### src/rtl/fft_bin_ram_writer.sv
// ============================================================================
// fft_bin_ram_writer: packs 16-bit FFT bins two per word and writes whole
// frames into ping-pong halves of a 1024x32 Avalon-MM display RAM.
// Revision: 1.0
// ============================================================================
`default_nettype none

module fft_bin_ram_writer #(
  parameter int ADDR_W = 10,
  parameter int BIN_W  = 16
) (
  input  logic                 clk,
  input  logic                 reset,
  input  logic [BIN_W-1:0]     bin_data,
  input  logic                 bin_valid,
  input  logic                 bin_last,
  output logic                 bin_ready,
  output logic [ADDR_W-1:0]    avm_address,
  output logic [3:0]           avm_byteenable,
  output logic                 avm_chipselect,
  output logic                 avm_write,
  output logic [2*BIN_W-1:0]   avm_writedata,
  output logic                 avm_clken,
  input  logic                 avm_waitrequest,
  output logic                 frame_done,
  output logic                 display_buf,
  output logic                 overflow
);

  localparam logic [1:0] S_LO   = 2'd0;
  localparam logic [1:0] S_HI   = 2'd1;
  localparam logic [1:0] S_WR   = 2'd2;
  localparam logic [1:0] S_DONE = 2'd3;

  logic [1:0]         state_q, state_d;
  logic [ADDR_W-1:0]  word_cnt_q, word_cnt_d;
  logic [2*BIN_W-1:0] data_q, data_d;
  logic [3:0]         be_q, be_d;
  logic               last_q, last_d;
  logic               display_buf_q, display_buf_d;
  logic               overflow_q, overflow_d;
  logic               clken_q, clken_d;

  logic wr_buf;
  logic half_full;
  logic accept;

  assign wr_buf    = ~display_buf_q;
  // The MSB of the counter only sets once a whole half has been written.
  assign half_full = word_cnt_q[ADDR_W-1];
  assign accept    = bin_valid & bin_ready;

  always_ff @(posedge clk) begin
    if (reset) begin
      state_q       <= S_LO;
      word_cnt_q    <= '0;
      data_q        <= '0;
      be_q          <= 4'b0000;
      last_q        <= 1'b0;
      display_buf_q <= 1'b1;
      overflow_q    <= 1'b0;
      clken_q       <= 1'b0;
    end else begin
      state_q       <= state_d;
      word_cnt_q    <= word_cnt_d;
      data_q        <= data_d;
      be_q          <= be_d;
      last_q        <= last_d;
      display_buf_q <= display_buf_d;
      overflow_q    <= overflow_d;
      clken_q       <= clken_d;
    end
  end

  always_comb begin
    state_d       = state_q;
    word_cnt_d    = word_cnt_q;
    data_d        = data_q;
    be_d          = be_q;
    last_d        = last_q;
    display_buf_d = display_buf_q;
    overflow_d    = overflow_q;
    clken_d       = 1'b1;
    case (state_q)
      S_LO: begin
        if (accept) begin
          if (half_full) begin
            // Past capacity: swallow bins until the frame ends, never write.
            overflow_d = 1'b1;
            if (bin_last) state_d = S_DONE;
          end else begin
            data_d  = {{BIN_W{1'b0}}, bin_data};
            be_d    = 4'b0011;
            last_d  = bin_last;
            state_d = bin_last ? S_WR : S_HI;
          end
        end
      end
      S_HI: begin
        if (accept) begin
          data_d[2*BIN_W-1:BIN_W] = bin_data;
          be_d    = 4'b1111;
          last_d  = bin_last;
          state_d = S_WR;
        end
      end
      S_WR: begin
        if (!avm_waitrequest) begin
          word_cnt_d = word_cnt_q + ADDR_W'(1);
          state_d    = last_q ? S_DONE : S_LO;
        end
      end
      S_DONE: begin
        display_buf_d = wr_buf;
        word_cnt_d    = '0;
        state_d       = S_LO;
      end
      default: state_d = S_LO;
    endcase
  end

  always_comb begin
    bin_ready      = clken_q & ((state_q == S_LO) | (state_q == S_HI));
    avm_write      = (state_q == S_WR);
    avm_chipselect = (state_q == S_WR);
    avm_address    = {wr_buf, word_cnt_q[ADDR_W-2:0]};
    avm_byteenable = be_q;
    avm_writedata  = data_q;
    avm_clken      = clken_q;
    frame_done     = (state_q == S_DONE);
    display_buf    = display_buf_q;
    overflow       = overflow_q;
  end

endmodule

`default_nettype wire
### config.mk
export PLATFORM = sky130hd
export DESIGN_NAME = fft_bin_ram_writer
export DESIGN_NICKNAME = d
export VERILOG_FILES = /design/src/rtl/fft_bin_ram_writer.sv
export SDC_FILE = /design/constraint.sdc
export NUM_CORES = 1
export LEC_CHECK = 0
export ABC_AREA = 1
export CELL_PAD_IN_SITES_DETAIL_PLACEMENT = 1
export CELL_PAD_IN_SITES_GLOBAL_PLACEMENT = 1
export CORE_MARGIN = 2
export CORE_UTILIZATION = 34
export DETAILED_ROUTE_END_ITERATION = 8
export GPL_TIMING_DRIVEN = 1
export HOLD_SLACK_MARGIN = 0.02
export PLACE_DENSITY_LB_ADDON = 0.1
export SYNTH_ARGS = -nofsm -noshare
export SYNTH_HDL_FRONTEND = slang
export SYNTH_SLANG_ARGS = --single-unit
### constraint.sdc
create_clock -name clk -period 2.11 [get_ports clk]
set_clock_uncertainty 0.2 [all_clocks]
set_input_delay 0.211 -clock clk [delete_from_list [all_inputs] [get_ports clk]]
set_output_delay 0.211 -clock clk [all_outputs]
set_load 0.01 [all_outputs]
After elaboration in Yosys (flattened, before gate mapping) --
Cells that the tools add are included.
Storage, ports and cells: bits in registers 52, input bits 21, output and inout bits 53, word-level logic and storage cells 54
Cells by class: add/sub/neg operators 1, equality and inequality tests 8, mux-type cells 23, bitwise logic cells 5, reductions and logical operators 8
Operators by type and width (number):
- 32-bit 2-to-1 mux | 2
- 16-bit one-hot mux with 2 select lines | 1
- 10-bit one-hot mux with 2 select lines | 1
- 16-bit 2-to-1 mux | 1
- 2-bit 2-to-1 mux | 7
- 4-bit 2-to-1 mux | 3
- 10-bit by 1-bit adder with 10-bit output (second input constant) | 1
- 10-bit 2-to-1 mux | 1
- 2-bit != test (second input constant) | 4
- 2-bit one-hot mux with 4 select lines | 1
- 4-bit one-hot mux with 2 select lines | 1
- 4-bit AND reduction | 2
- 3-bit AND reduction | 2
- 2-bit equality test (second input constant) | 2
- 1-bit 2-to-1 mux | 4
- 2-bit nonzero test | 2
- 3-bit != test (second input constant) | 1
- 1-bit AND | 2
- 2-bit by 1-bit equality test with 1-bit output (second input constant) | 1
- 2-bit logical NOT | 1
- 1-bit inverter | 2
- 1-bit one-hot mux with 2 select lines | 1
- 2-bit AND reduction | 1
- 1-bit OR | 1

Depth between registers and ports, before layout --
Gate-level depths: netlist (run 1).
depth in word-level cells 6, gate-level depth with buffers 8, mapped depth without buffers 7

Worst setup path after synthesis (run 1) --
No wires, ideal clock.
path kind reg2reg, from reg clken_q, in the netlist avm_clken, to reg data_q[10], in the netlist avm_writedata[10], library setup time 113 ps, arrival time 1141 ps, required time 1797 ps, setup slack 656 ps, stages on the path, launching flop included 7, buffers on the path 1, clock period less this slack 1454 ps, path through dfxtp_1 nand3_4 nor3_4 inv_4 buf_6 nor2_1 nor2_1
Between the ends: longest elaborated chain between the ends 3
Ends and longest elaborated chain:
- start: declaration | RTL line 42 | logic clken_q, clken_d;
- start signal: assignment | RTL line 71 | clken_q <= clken_d;
- 1-bit AND | RTL line 123 | bin_ready = clken_q & ((state_q == S_LO) | (state_q == S_HI));
- 1-bit AND | RTL line 51 | assign accept = bin_valid & bin_ready;
- 3-bit AND reduction (no line)
- end signal: assignment | RTL line 66 | data_q <= data_d;
- end: declaration | RTL line 37 | logic [2*BIN_W-1:0] data_q, data_d;
Every way passes these cells. A chain may end at the register's enable or synchronous reset.

Final worst setup path (run 1) --
from reg state_q[1], to out avm_chipselect
Between the ends: longest elaborated chain between the ends 1
Ends and longest elaborated chain:
- start: declaration | RTL line 35 | logic [1:0] state_q, state_d;
- start signal: assignment | RTL line 64 | state_q <= state_d;
- 2-bit equality test | RTL line 125 | avm_chipselect = (state_q == S_WR);
- end: declaration | RTL line 20 | output logic avm_chipselect,
Every way passes these cells.

==> summary.txt, run 1 <==
Clocking
  • Reg clk slew, reported paths: 0.10 ns
  • Root Buffer: clkbuf_8
  • Buffer count from post-CTS setup fixing: 0
  • # clock sinks: 50
  • H-Tree Level Count: 2
  • Hold Buf Count CTS: 0
  • TritonCTS clock tree: yes
  • Num CTS Buffers: 5
  • Clk Latency, worst-skew pair: 0.31 ns
  • CTS max path bufs: 2

GRT
  • Vias in the first global route: 2012
  • First-pass GRT wire length: 9630 um
  • Total gr overflow: 0
  • Largest net degree at the start of global routing: 21
  • Antenna violations before repair: 0
  • Tot GR Track Use: 18.5%

Layout
  • Antenna Cells: 0
  • Multi-input logic area: 857 um^2
  • Final #Nets: 358
  • Final instance area: 2920 um^2
  • Most frequent cells in the layout: clkdlybuf4s50_1, dfxtp_1, nor2_1
  • Layout cell share with drive strength beyond 1: 8.01%
  • Reg area: 1000 um^2
  • Fill cells: 761
  • Area Growth Syn to Fin: 38.4%
  • Most common cell after layout, fill and taps aside: clkdlybuf4s50_1

Drt
  • Vias per inst: 4.80
  • Final WL: 5760 um
  • DR vias: 1979
  • Number of DRC markers in iteration 0: 45
  • DRT antenna net count: 0
  • Routed length per placed instance: 14.0 um
  • Detailed Routing Iterations Pass 1: 4
  • # DRC: 0

Setup path
  • CP Class: register to primary output
  • CP max stage cell: clkdlybuf4s50_1
  • Flop2flop setup slack: 0.53 ns
  • R2R cell count: 6
  • Worst path depth: 3
  • Crit path largest cell delay: 0.58 ns
  • Cell family with most CP delay: buffers and inverters
  • Setup crit start kind: register
  • Worst path cell trace: inv_4 -> nor2_1 -> clkdlybuf4s50_1
  • Bufs and invs on worst path: 2
  • Worst EP required: 1.70 ns
  • CP max FO: 6
  • CP Capture Type: primary output
  • Worst path arrival time: 1.58 ns

STA
  • Max-slew headroom: 62.3%
  • Final hold vios: 0
  • Final TNS setup: 0 ns
  • RSZ-0062 raised after global routing: false
  • Fin crit period: 1.99 ns
  • Final setup viols: 0
  • Achievable frequency: 503 MHz
  • Final period util: 94.2%
  • Least-Margin Pin Slew: 0.565 ns
  • Max-slew violations: 0

Logic synthesis
  • Yosys cell types: 27
  • Post-Synthesis Cells: 275
  • Synthesized area per cell: 7.66 um^2
  • FFs w/ async S/R, synth: 0%
  • Seq/Total Area, Yosys: 47.5%
  • Yosys reg bits: 50
  • Post-synth net total: 297
  • Synth warn: 0
  • Post-Syn Area: 2110 um^2
  • Ys flop type: dfxtp_1
  • Number of synthesized flops with an enable pin: 0

Power and ir drop
  • P per Cell Area: 701 nW/um^2
  • Design Power: 2.04 mW
  • Lkg Pwr: 1.09 nW
  • Peak VDD IR: 0.000389 V

Placement
  • Post-DP HPWL: 4280 um
  • DP Area: 2800 um^2
  • Routability cong.: 0.731
  • Port Buffers: 73

Floorplanning
  • Die H: 82.7 um
  • Die Wd: 82.7 um
  • Core area: 5960 um^2
  • FP Rows: 28
  • Die area: 6840 um^2
  • Initial core utilization: 35.4%
  • IO Pins: 74

Run
  • Max_cap viols: 0

Run status
  • Outcome: complete, no violations

Hold path
  • Tightest Hold Check Type: register to register
  • Hold path depth: 2
## synth_stat cells, types with 2 or more instances
cell type,number,area share [%]
dfxtp_1,50,48
nor2_1,47,8.4
nand2_1,38,6.8
a21oi_1,28,6.7
nand3_1,26,6.2
inv_1,16,2.9
o21ai_0,15,3.6
buf_4,14,5.0
o21ai_1,11,2.6
nor2_2,5,1.5
clkbuf_1,4,0.71
buf_6,3,1.6
buf_2,2,0.48
inv_4,2,0.59
nor3_1,2,0.48
## routing by layer
layer	part of all wire, %	track usage, %	wire (um)	up-vias
li1	-	-	-	995
met1	46	24.2	2670	938
met2	48	30.2	2770	41
met3	4.1	3.70	235	5
met4	1.4	6.39	82	0
met5	0	0	0	-
## registers in the layout, summed over array words and instances (netlist names)
name,count
last_q,1
state_q,2
avm_writedata,32
display_buf,1
overflow,1
avm_byteenable,2
word_cnt_q,10
avm_clken,1
## report_power, final
group / internal [mW] / switching, mW
clock: 0.353 / 0.337
combinational: 0.161 / 0.174
sequential: 0.988 / 0.0305
## path summary, 6_finish.rpt
path,from,end
min reg2reg,avm_writedata[27],avm_writedata[27]
max,state_q[1],avm_chipselect
min,avm_writedata[27],avm_writedata[27]
max reg2reg,state_q[1],avm_writedata[4]
## area by class of cell
class                           instances  share of cell area, %
Clock buffer                            5                   2.36
Clock inverter                          3                   1.54
Inverter                               20                   2.79
Multi-Input combinational cell        181                   29.4
Sequential cell                        50                   34.4
Tap cell                               75                   3.22
Timing Repair Buffer                   78                   26.3
## worst register-to-register path: cells and delay by family, from the launching register on
kind	cells	cell delay, ns
DFF	1	0.38
AOI/OAI and AO/OA	1	0.09
buffers and inverters	2	0.35
and+or+nand+nor	3	0.51
## per-stage QoR
step	hold slack [ns]	worst slack [ns]	cells	util (%)
after floorplan	0.111	0.656	275	-
after detailed placement	0.260	0.206	404	47.0
after global routing	0.297	0.0504	412	49.0
after CTS	0.274	0.00120	412	48.9
final	0.272	0.123	412	49.0
after global placement	0.253	0.248	404	47.0
## logic make-up after synthesis
| logic type | Yosys count | synth area share (%) |
|---|---|---|
| compound gates | 55 | 13.1 |
| fa+ha+maj | 1 | 0.594 |
| buf+inv | 44 | 11.8 |
| flops | 50 | 47.5 |
| simple gates | 125 | 27.0 |
## what timing repair did
action                                  CTS  global route
gates resized for setup                   0             1
endpoints found under the setup margin    0             3
endpoints found under the hold margin     0             0
Note: power is estimated with default switching activity, not from simulation.
==> run 2, diff against run 1 <==
Clock period 2.11 ns to 2.49 ns, I/O delays scaled along.
==> run 2 against run 1 <==
Compared with the run above:
- die area unchanged
- wire length rose by 2.6%
- combinational power fell by 13%
- critical endpoint unchanged
- largest cell class unchanged
- setup slack better by 0.12 ns
==> summary.txt, run 2 (synthesis gave the netlist of run 1 again) <==
Floorplanning
  • Die area: 6840 um^2
  • IO Pins: 74
  • Initial core utilization: 35.4%
  • Die H: 82.7 um
  • Core area: 5960 um^2
  • Die Wd: 82.7 um
  • FP Rows: 28

STA
  • Max-slew violations: 0
  • Final hold vios: 0
  • Final setup viols: 0
  • WHS: 0.272 ns
  • Achievable frequency: 446 MHz
  • Max-slew headroom: 59.2%
  • Least-Margin Pin Slew: 0.612 ns
  • Final TNS setup: 0 ns
  • Setup WS post-layout: 0.247 ns
  • Fin crit period: 2.24 ns
  • RSZ-0062 raised after global routing: false
  • Final period util: 90.1%

Run status
  • Outcome: complete, no violations

Setup path
  • CP Class: register to primary output
  • CP Capture Type: primary output
  • Bufs and invs on worst path: 2
  • Crit path largest cell delay: 0.61 ns
  • Setup crit start kind: register
  • Cell family with most CP delay: buffers and inverters
  • CP max stage cell: clkdlybuf4s50_1
  • R2R cell count: 8
  • Worst path cell trace: inv_4 -> nor2_1 -> clkdlybuf4s50_1
  • Worst path depth: 3
  • Worst EP required: 2.04 ns
  • RR Startpoint: state_q[0]
  • CP max FO: 6
  • Worst path arrival time: 1.79 ns
  • Worst Setup SP: state_q[1]

Layout
  • Layout cell share with drive strength beyond 1: 7.69%
  • Most common cell after layout, fill and taps aside: clkdlybuf4s50_1
  • Fill cells: 742
  • Reg area: 1000 um^2
  • Final #Nets: 359
  • Multi-input logic area: 857 um^2
  • Area Growth Syn to Fin: 37.6%
  • Most frequent cells in the layout: clkdlybuf4s50_1, dfxtp_1, nor2_1
  • Antenna Cells: 0
  • Largest register FFs: 32

Drt
  • DRT antenna net count: 0
  • DR vias: 1996
  • Routed length per placed instance: 14.3 um
  • Vias per inst: 4.83
  • # DRC: 0
  • Final WL: 5910 um
  • Number of DRC markers in iteration 0: 82
  • Detailed Routing Iterations Pass 1: 4

Power and ir drop
  • Internal: 1.20 mW
  • Psw: 0.454 mW
  • Peak VDD IR: 0.000285 V
  • Lkg Pwr: 1.10 nW
  • Sw frac: 27.5%
  • Logic pwr share: 17.6%
  • Clock power share: 30.3%
  • P per Cell Area: 570 nW/um^2
  • Reg power frac: 52.1%

Hold path
  • Hold path depth: 2
  • Tightest Hold Check Type: register to register
  • Hold Crit Start: avm_writedata[21]

Clocking
  • Reg clk slew, reported paths: 0.10 ns
  • Hold Buf Count CTS: 0
  • Post-CTS resize count: 0
  • CTS max path bufs: 2
  • # clock sinks: 50
  • TritonCTS clock tree: yes
  • Buffer count from post-CTS setup fixing: 0
  • Clk Latency, worst-skew pair: 0.31 ns
  • Num CTS Buffers: 5
  • Root Buffer: clkbuf_8
  • H-Tree Level Count: 2

GRT
  • Vias in the first global route: 2067
  • Tot GR Track Use: 19.0%
  • Antenna violations before repair: 0
  • Largest net degree at the start of global routing: 21
  • First-pass GRT wire length: 9770 um
  • Total gr overflow: 0

Placement
  • Routability cong.: 0.744
  • Port Buffers: 73
  • Worst slack at placement: 0.434 ns
  • Post-DP HPWL: 4340 um

Run
  • Max_cap viols: 0
[run 2: power groups by stage]
stage | Combinational (mW) | Clock, mW | Sequential [mW]
2_1_floorplan | 0.134 | 0 | 0.891
3_3_place_gp | 0.289 | 0 | 0.880
4_1_cts | 0.295 | 0.517 | 0.863
6_report | 0.290 | 0.502 | 0.862
3_5_place_dp | 0.293 | 0 | 0.881
5_1_grt | 0.324 | 0.543 | 0.868
[run 2: area by class of cell]
class                      count  area share (%)
clock inverter                 1           0.173
sequential                    50            34.5
clock buffer                   7            2.98
timing repair buffer          79            26.7
tap                           75            3.24
multi-input combinational    181            29.6
inverter                      20            2.80
[run 2: worst reg2reg max path: stages (launching register included)]
cell      delay [ns]
dfxtp_1         0.40
buf_4           0.21
inv_2           0.07
nand2_4         0.08
nor2_2          0.06
nor2_4          0.24
clkinv_2        0.30
nand2_1         0.15
a21oi_1         0.08
[run 2: path summary, 6_finish.rpt]
check,endpoint,slack (ns)
worst max-delay path,avm_chipselect,0.25
worst min-delay path,avm_writedata[21],0.27
worst max register to register,avm_writedata[19],0.58
worst min register to register,avm_writedata[21],0.27
[run 2: stage by stage]
stage                     area (um^2)  std cells  utilization [%]  power, mW
final                            2900        413             48.7       1.65
after global routing             2900        413             48.7       1.73
after CTS                        2900        413             48.7       1.68
after detailed placement         2810        405             47.2       1.17
after global placement           2810        405             47.2       1.17
after floorplan                  2110        275                -       1.02
[run 2: metal layers]
metal | vias up | global-route usage (%) | wire length (um)
li1 | 1005 | - | -
met1 | 944 | 23.7 | 2570
met2 | 41 | 31.5 | 2930
met3 | 6 | 5.98 | 345
met4 | 0 | 5.25 | 58
met5 | - | 0 | 0
==> run 3, diff against run 2 <==
Settings changed: CAP_MARGIN set to 20, CORE_ASPECT_RATIO set to 0.75.
==> run 3 against run 2 <==
Compared with the run above:
- register-to-register slack gained 0.06 ns
- flip-flop and latch count stayed put
- sequential power increased by 0.5%
- die area barely moved
- highest routed layer unchanged
==> summary.txt, run 3 (synthesis gave the netlist of run 1 again) <==
Run status
  • Outcome: complete, no violations

Layout
  • Antenna Cells: 0
  • Most common cell after layout, fill and taps aside: clkdlybuf4s50_1
  • Largest register FFs: 32
  • Post-route insts no fill: 414
  • Layout cell share with drive strength beyond 1: 6.85%
  • Final instance area: 2900 um^2
  • Area Growth Syn to Fin: 37.8%
  • Final #Nets: 357
  • Most frequent cells in the layout: clkdlybuf4s50_1, dfxtp_1, nor2_1

STA
  • Achievable frequency: 447 MHz
  • WHS: 0.268 ns
  • Final TNS setup: 0 ns
  • Setup WS post-layout: 0.255 ns
  • Fin crit period: 2.24 ns
  • Max-slew headroom: 60.8%
  • Max-slew violations: 0
  • Least-Margin Pin Slew: 0.587 ns
  • Final hold vios: 0
  • Final setup viols: 0
  • RSZ-0062 raised after global routing: false
  • Final period util: 89.8%

Hold path
  • Hold path depth: 2
  • End of the worst hold path: avm_writedata[22]
  • Tightest Hold Check Type: register to register
  • Hold Crit Start: avm_writedata[22]

Setup path
  • R2R cell count: 7
  • CP max FO: 6
  • Setup crit start kind: register
  • RR Startpoint: state_q[1]
  • CP Capture Type: primary output
  • Worst path arrival time: 1.79 ns
  • Worst EP required: 2.04 ns
  • CP Class: register to primary output
  • Flop2flop setup slack: 0.64 ns
  • FF-to-FF End: avm_writedata[24]

Drt
  • Final WL: 5970 um
  • # DRC: 0
  • Vias per inst: 4.84
  • DR vias: 2005
  • Number of DRC markers in iteration 0: 87
  • Routed length per placed instance: 14.4 um
  • Detailed Routing Iterations Pass 1: 4
  • DRT antenna net count: 0

Clocking
  • # clock sinks: 50
  • Buffer count from post-CTS setup fixing: 0
  • Hold Buf Count CTS: 0
  • Root Buffer: clkbuf_8
  • Num CTS Buffers: 5
  • TritonCTS clock tree: yes
  • Post-CTS resize count: 0
  • H-Tree Level Count: 2
  • CTS max path bufs: 2
  • Reg clk slew, reported paths: 0.08 ns
  • Clk Latency, worst-skew pair: 0.30 ns

GRT
  • Vias in the first global route: 1942
  • Tot GR Track Use: 18.2%
  • Total gr overflow: 0
  • Antenna violations before repair: 0
  • First-pass GRT wire length: 9750 um
  • Largest net degree at the start of global routing: 21

Floorplanning
  • FP Rows: 24
  • Initial core utilization: 35.8%
  • IO Pins: 74
  • Die Wd: 94.9 um
  • Die H: 72.2 um
  • Core area: 5890 um^2
  • Die area: 6850 um^2

Placement
  • Worst slack at placement: 0.411 ns
  • Port Buffers: 73
  • Post-DP HPWL: 4390 um
  • Routability cong.: 0.741
  • DP Area: 2800 um^2
  • Post-Place Cells: 406

Run
  • Max_cap viols: 0

Power and ir drop
  • Lkg Pwr: 1.09 nW
  • P per Cell Area: 589 nW/um^2
  • Peak VDD IR: 0.000270 V
run 3: worst max path at each step:
stage | from | cells past startpoint | slack, ns | to
finish | state_q[1] | 3 | 0.25 | avm_chipselect
global route | state_q[1] | 3 | 0.15 | avm_chipselect
CTS | state_q[1] | 3 | 0.24 | avm_chipselect
detailed placement | bin_valid | 6 | 0.41 | avm_writedata[20]
global placement | bin_valid | 6 | 0.43 | avm_writedata[17]
floorplan | avm_clken | 6 | 1.04 | avm_writedata[10]
run 3: routing by layer:
metal / track usage [%] / vias up / part of all wire (%)
met5: 0 / - / 0
met4: 4.35 / 0 / 0.65
met3: 3.95 / 4 / 6.5
met2: 25.3 / 57 / 40
met1: 28.3 / 938 / 53
li1: - / 1006 / -
run 3: layout make-up:
class / count / area [um^2]
Clock buffer: 7 / 76.3
Clock inverter: 1 / 30.0
Fill cell: 735 / 2980
Inverter: 20 / 81.3
Multi-Input combinational cell: 181 / 857
Sequential cell: 50 / 1000
Tap cell: 78 / 97.6
Timing Repair Buffer: 77 / 761
run 3: per-stage QoR:
stage                     util (%)  power, mW
after floorplan                  -       1.02
after global placement        47.5       1.16
after detailed placement      47.5       1.17
after CTS                     49.3       1.73
after global routing          49.3       1.80
final                         49.3       1.71
run 3: power breakdown:
group	internal (mW)	total [mW]	switching, mW	leakage, nW
Combinational	0.135	0.284	0.150	0.632
Sequential	0.837	0.866	0.0292	0.407
Clock	0.301	0.560	0.259	0.0524
run 3: critical path: stages (launching register included):
cell	delay (ns)
dfxtp_1	0.49
inv_4	0.09
nor2_1	0.30
clkdlybuf4s50_1	0.61
